## config.mk

```make
export PLATFORM = sky130hd
export DESIGN_NAME = ysyx_25030077_mem_load
export DESIGN_NICKNAME = d
export VERILOG_FILES = /design/src/rtl/ysyx_25030077_pkg.sv /design/src/rtl/ysyx_25030077_load_extend.sv /design/src/rtl/ysyx_25030077_mem_load.sv
export SDC_FILE = /design/constraint.sdc
export NUM_CORES = 1
export LEC_CHECK = 0
export BUFFER_PORTS_ARGS = -buffer_cell sky130_fd_sc_hd__buf_2
export CORE_MARGIN = 8
export CORE_UTILIZATION = 48
export DETAILED_ROUTE_END_ITERATION = 16
export PLACE_DENSITY = 0.89
export SLEW_MARGIN = 20
export SYNTH_ARGS = -nofsm -noshare
export SYNTH_HDL_FRONTEND = slang
export SYNTH_SLANG_ARGS = --single-unit
```

## constraint.sdc

```tcl
create_clock -name clock -period 2.5 [get_ports clock]
set_clock_uncertainty 0.1 [all_clocks]
set_input_delay 0.5 -clock clock [delete_from_list [all_inputs] [get_ports clock]]
set_output_delay 0.5 -clock clock [all_outputs]
set_load 0.03 [all_outputs]
```

## src/rtl/ysyx_25030077_pkg.sv

```systemverilog
// Shared definitions for the load unit: funct3 encodings, FSM states and
// the request legality/alignment decode used at accept time.
package ysyx_25030077_pkg;

  localparam logic [2:0] F3_LB  = 3'b000;
  localparam logic [2:0] F3_LH  = 3'b001;
  localparam logic [2:0] F3_LW  = 3'b010;
  localparam logic [2:0] F3_LD  = 3'b011;
  localparam logic [2:0] F3_LBU = 3'b100;
  localparam logic [2:0] F3_LHU = 3'b101;
  localparam logic [2:0] F3_LWU = 3'b110;

  typedef enum logic [1:0] {
    ST_IDLE,
    ST_REQ,
    ST_WAIT,
    ST_RESP
  } load_state_e;

  // True when the load must be answered with an error instead of a memory
  // access: unknown funct3, a 64-bit-only load on a 32-bit datapath, or an
  // address that is not naturally aligned for the access size.
  function automatic logic load_bad(input logic [2:0] funct3,
                                    input logic [2:0] offset,
                                    input logic       wide);
    logic bad;
    case (funct3)
      F3_LB, F3_LBU: bad = 1'b0;
      F3_LH, F3_LHU: bad = offset[0];
      F3_LW:         bad = |offset[1:0];
      F3_LWU:        bad = !wide || (|offset[1:0]);
      F3_LD:         bad = !wide || (|offset);
      default:       bad = 1'b1;
    endcase
    return bad;
  endfunction

endpackage

```

## src/rtl/ysyx_25030077_load_extend.sv

```systemverilog
// Lane select and sign/zero extension of an aligned memory word.
module ysyx_25030077_load_extend
  import ysyx_25030077_pkg::*;
#(
  parameter int XLEN = 32
) (
  input  logic [2:0]                 funct3,
  input  logic [$clog2(XLEN/8)-1:0]  offset,
  input  logic [XLEN-1:0]            word,
  output logic [XLEN-1:0]            data
);

  logic [XLEN-1:0] lane;

  // Shift the addressed byte to bit 0, then extend according to the load type.
  always_comb begin
    lane = word >> {offset, 3'b000};
    data = '0;
    case (funct3)
      F3_LB:   data = XLEN'($signed(lane[7:0]));
      F3_LH:   data = XLEN'($signed(lane[15:0]));
      F3_LW:   data = XLEN'($signed(lane[31:0]));
      F3_LBU:  data = XLEN'(lane[7:0]);
      F3_LHU:  data = XLEN'(lane[15:0]);
      F3_LWU:  data = XLEN'(lane[31:0]);
      F3_LD:   data = lane;
      default: data = '0;
    endcase
  end

endmodule

```

## src/rtl/ysyx_25030077_mem_load.sv

```systemverilog
// RISC-V load unit: computes the effective address, issues one aligned word
// read, waits for the response with a timeout, and returns the extended data.
module ysyx_25030077_mem_load
  import ysyx_25030077_pkg::*;
#(
  parameter int XLEN    = 32,
  parameter int TIMEOUT = 255
) (
  input  logic            clock,
  input  logic            reset,
  input  logic            in_valid,
  output logic            in_ready,
  input  logic [2:0]      in_funct3,
  input  logic [XLEN-1:0] in_rs1,
  input  logic [XLEN-1:0] in_imm,
  output logic            out_valid,
  input  logic            out_ready,
  output logic [XLEN-1:0] out_data,
  output logic            out_err,
  output logic            mem_req_valid,
  input  logic            mem_req_ready,
  output logic [XLEN-1:0] mem_addr,
  input  logic            mem_resp_valid,
  input  logic [XLEN-1:0] mem_resp_data
);

  localparam int         OFFW     = $clog2(XLEN/8);
  localparam logic [15:0] CNT_LAST = 16'(TIMEOUT - 1);

  load_state_e     state, state_next;
  logic [XLEN-1:0] ea;
  logic [OFFW-1:0] ea_offset;
  logic [OFFW-1:0] offset_q;
  logic [2:0]      funct3_q;
  logic [15:0]     wait_cnt;
  logic            req_bad;
  logic            timed_out;
  logic [XLEN-1:0] ext_data;

  assign ea        = in_rs1 + in_imm;
  assign ea_offset = ea[OFFW-1:0];
  assign req_bad   = load_bad(in_funct3, 3'(ea_offset), XLEN == 64);
  assign timed_out = (wait_cnt == CNT_LAST);

  assign in_ready      = (state == ST_IDLE);
  assign mem_req_valid = (state == ST_REQ);
  assign out_valid     = (state == ST_RESP);

  ysyx_25030077_load_extend #(.XLEN(XLEN)) u_extend (
    .funct3 (funct3_q),
    .offset (offset_q),
    .word   (mem_resp_data),
    .data   (ext_data)
  );

  // State register; reset abandons whatever transaction is in flight.
  always_ff @(posedge clock) begin
    if (reset) state <= ST_IDLE;
    else       state <= state_next;
  end

  // Next-state decode; a response in the last wait cycle beats the timeout.
  always_comb begin
    state_next = state;
    case (state)
      ST_IDLE: if (in_valid) state_next = req_bad ? ST_RESP : ST_REQ;
      ST_REQ:  if (mem_req_ready) state_next = ST_WAIT;
      ST_WAIT: if (mem_resp_valid || timed_out) state_next = ST_RESP;
      ST_RESP: if (out_ready) state_next = ST_IDLE;
      default: state_next = ST_IDLE;
    endcase
  end

  // Request capture, wait counter and result registers.
  always_ff @(posedge clock) begin
    if (reset) begin
      funct3_q <= '0;
      offset_q <= '0;
      mem_addr <= '0;
      wait_cnt <= '0;
      out_data <= '0;
      out_err  <= 1'b0;
    end else begin
      case (state)
        ST_IDLE: begin
          if (in_valid) begin
            funct3_q <= in_funct3;
            offset_q <= ea_offset;
            mem_addr <= {ea[XLEN-1:OFFW], {OFFW{1'b0}}};
            wait_cnt <= '0;
            out_data <= '0;
            out_err  <= req_bad;
          end
        end
        ST_REQ: begin
          if (mem_req_ready) wait_cnt <= '0;
        end
        ST_WAIT: begin
          if (mem_resp_valid) begin
            out_data <= ext_data;
            out_err  <= 1'b0;
          end else if (timed_out) begin
            out_data <= '0;
            out_err  <= 1'b1;
          end else begin
            wait_cnt <= wait_cnt + 16'd1;
          end
        end
        default: ;
      endcase
    end
  end

endmodule

```

==> summary.txt <==
Floorplanning
  – Core area: 0.0119 mm²
  – Die Ht: approximately 130 µm
  – Row cnt: 40
  – Io pins: 173
  – Die span in x: between 100 and 150 µm
  – Die footprint: ~0.016 mm²
  – Initial core utilization: roughly 50%

Synth
  – Mean Syn Cell Area: ~7.7 µm²
  – Sequential area share after synthesis: around 30%
  – Seq cells post-synth: 86
  – Syn Inst Count: 754
  – Synth Cell Area: 0.00581 mm²
  – Syn. warnings: 0
  – EDFF count, synth: 0
  – Ys async rst share: 0%
  – Prevailing post-synth register cell: dfxtp_1
  – Number of distinct library cells after synthesis: 66

Setup path
  – Crit. End Element: flip-flop
  – R2R Setup Slk: approximately 140 ps
  – CP Launch Point: in_imm[0]
  – Crit path to: mem_addr[24]
  – Critical path launch point type: input port
  – CP Class: in2reg
  – R2R depth: 9
  – Critical Path RT: 2620 ps
  – Crit path max fanout: 3
  – Worst path max stage delay: between 300 and 400 ps
  – Crit path arrival time: about 2600 ps
  – Worst R2R End: wait_cnt[15]
  – Crit-path cells: buf_6 -> ha_4 -> inv_2 -> fa_2 -> and2b_2 -> o2111ai_4 -> a21oi_4 -> o31ai_4 -> a211o_1 -> a21o_1 -> a32o_1
  – Worst r2r src: state[0]
  – Worst path slowest cell: fa_2

Clocking
  – Clock root buffer: clkbuf_16
  – H-tree depth: 3
  – Worst-Skew Late Latency: 320 ps
  – CTS clk-pin slew, worst paths: approximately 60 ps
  – CTS tree: done
  – Total CTS buffers: 9
  – CTS sink count: 86
  – CTS Hold Bufs: 0
  – Max Root-Sink Buffers: 2

Global route
  – Vias in the first global route: between 6k and 7k
  – Initial antenna violation count: 0
  – Largest net degree at the start of global routing: 45
  – Grt ovf: 0
  – First-pass GRT wire length: 29100 µm
  – GRT Resource Usage Total: 21.5%

Layout
  – Final net count: ~1.1k
  – Footprint of the multi-input gates: 0.00389 mm²
  – Fraction of layout cells with a size suffix above 1: between 20 and 30%
  – Layout area overhead: 28.6%
  – Non-filler instance count after layout: roughly 1.1k
  – Fill cell count: around 1k
  – Register area: around 0.0017 mm²
  – Ant diodes: 0
  – Design Area, Final: approximately 0.0075 mm²

Placed design
  – GP Congestion: between 0.9 and 1
  – Worst slack at placement: -280 ps
  – Placed cell areas: 0.00714 mm²
  – Placed Instances: ~1.1k
  – PortBufs: 170
  – Post-DP HPWL: approximately 14000 µm

Run
  – Max-Cap Viols: 0

Power and ir drop
  – Max IR drop VDD: about 0.00049 V
  – Leak: between 3 and 4 nW
  – PwrDens: 761 mW/mm²

Timing
  – Max Clock Freq: between 400 and 500 MHz
  – Least-Margin Pin Slew: 920 ps
  – Period utilization: 97.5%
  – Worst setup margin: approximately 60 ps
  – Final hold vios: 0
  – # setup viols final: 0
  – Max Slew Vio Count: 0
  – Slew headroom: roughly 39%
  – Worst hold slack: between 300 and 400 ps
  – TNS Setup: 0 ps
  – Minimum clock period: 2440 ps

Detailed routing
  – Vias per inst: roughly 5.8
  – # DRC: 0
  – Routed wire length: between 15000 and 20000 µm
  – DRT iter0 DRCs: around 590
  – WL/cell: ~16 µm
  – Via count: 6452
  – DRT Pass-1 Iters: 6
  – ANT nets after route: 0

Run status
  – Status: finished clean

Min path
  – Hold Crit Class: reg2reg
  – Hold depth: 2
## critical path, delay by kind of cell
kind            cells  cell delay [ps]
compound gates      6             1190
fa+ha+maj           2              480
buf+inv             2              120
simple gates        1              270
## layout by cell type, fill, tap and decap left out, drive strengths merged, types with 11 or more instances in the layout
| master | synthesis | routed |
|---|---|---|
| nand4 | 14 | 14 |
| buf | 14 | 230 |
| a22oi | 17 | 17 |
| o21ai | 56 | 56 |
| a21oi | 75 | 75 |
| nand3 | 16 | 16 |
| a21o | 11 | 11 |
| nor2b | 13 | 13 |
| mux2i | 24 | 24 |
| inv | 18 | 18 |
| nor3 | 18 | 18 |
| dfxtp | 86 | 86 |
| xor2 | 17 | 17 |
| clkbuf | 29 | 11 |
| nor2 | 93 | 93 |
| nand2 | 88 | 88 |
| ha | 37 | 37 |
## sequential cells by signal, indices dropped and copies added, names as in the netlist
register  cells
out_data     32
mem_addr     30
wait_cnt     16
funct3_q      3
offset_q      2
state         2
out_err       1
## where the power goes
part	total [W]	switching [W]	internal [W]
clock network	0.00132	0.000526	0.000793
registers	0.00172	0.000149	0.00157
logic	0.00265	0.00168	0.000970
total	0.00569	0.00235	0.00333
## layer usage
| metal | global-route usage, % | vias up | part of all wire [%] |
|---|---|---|---|
| met1 | 26.4 | 2985 | 43 |
| met3 | 4.68 | 32 | 8.2 |
| met4 | 7.50 | 0 | 1.8 |
| met2 | 36.5 | 301 | 47 |
| met5 | 0 | - | 0 |
| li1 | - | 3134 | - |
## worst min-delay path by stage
| stage | start | to | slack [ps] |
|---|---|---|---|
| after detailed placement | mem_addr[21] | mem_addr[21] | 340 |
| after CTS | in_funct3[2] | funct3_q[2] | 330 |
| after floorplan | wait_cnt[12] | wait_cnt[12] | 370 |
| after global placement | mem_addr[17] | mem_addr[17] | 330 |
| final | mem_addr[21] | mem_addr[21] | 340 |
| after global routing | in_funct3[2] | funct3_q[2] | 360 |
## cell usage after synthesis (7+ instances only)
master     number  area share, %
a32oi_1         9            1.4
nand4_1        12            1.3
mux2i_1        24            4.1
clkbuf_1       25            1.6
a211o_1         9            1.4
and3_1          7           0.75
a22oi_1        17            2.2
nand3_1        16            1.4
or3_1           9           0.97
a21o_1         11            1.4
ha_1           37            8.0
xnor2_1         9            1.4
xor2_1         17            2.6
nor2b_1        13            1.4
dfxtp_1        86             30
nor2_1         93            6.0
a2bb2oi_1       8            1.2
buf_2          10           0.86
a21oi_1        72            6.2
inv_1          18            1.2
nor3_1         18            1.6
o21ai_1         7           0.60
o21ai_0        49            4.2
nand2_1        88            5.7
## through the flow
stage / total power [W] / util [%]
6_report: 0.00569 / 62.8
5_1_grt: 0.00600 / 62.8
4_1_cts: 0.00566 / 62.4
3_5_place_dp: 0.00434 / 59.9
3_3_place_gp: 0.00429 / 59.9
2_1_floorplan: 0.00354 / -
## cell families (layout without fill, tap and decap cells)
logic type	after synthesis	in the layout	synth area share (%)
AOI/OAI and AO/OA	228	228	25.7
buffers and inverters	61	263	4.50
other	1	2	0.0645
adders and majority gates	38	38	8.31
DFF	86	86	29.6
muxes	24	24	4.13
xor gates and xnor gates	26	26	3.92
and+or+nand+nor	290	290	23.7
## repair_timing
action	4_1_cts	5_1_grt
gates resized for setup	0	9
buffers inserted	0	0
hold endpoints to repair	0	0
setup endpoints to repair	0	9
## final cells by class
type / instances / share of cell area [%]
Clock buffer: 11 / 3.25
Clock inverter: 4 / 0.636
Inverter: 18 / 0.904
Multi-Input combinational cell: 608 / 52.0
Sequential cell: 86 / 23.0
Tap cell: 147 / 2.46
Timing Repair Buffer: 230 / 17.7
No activity file was read; power rests on OpenSTA's default activity.
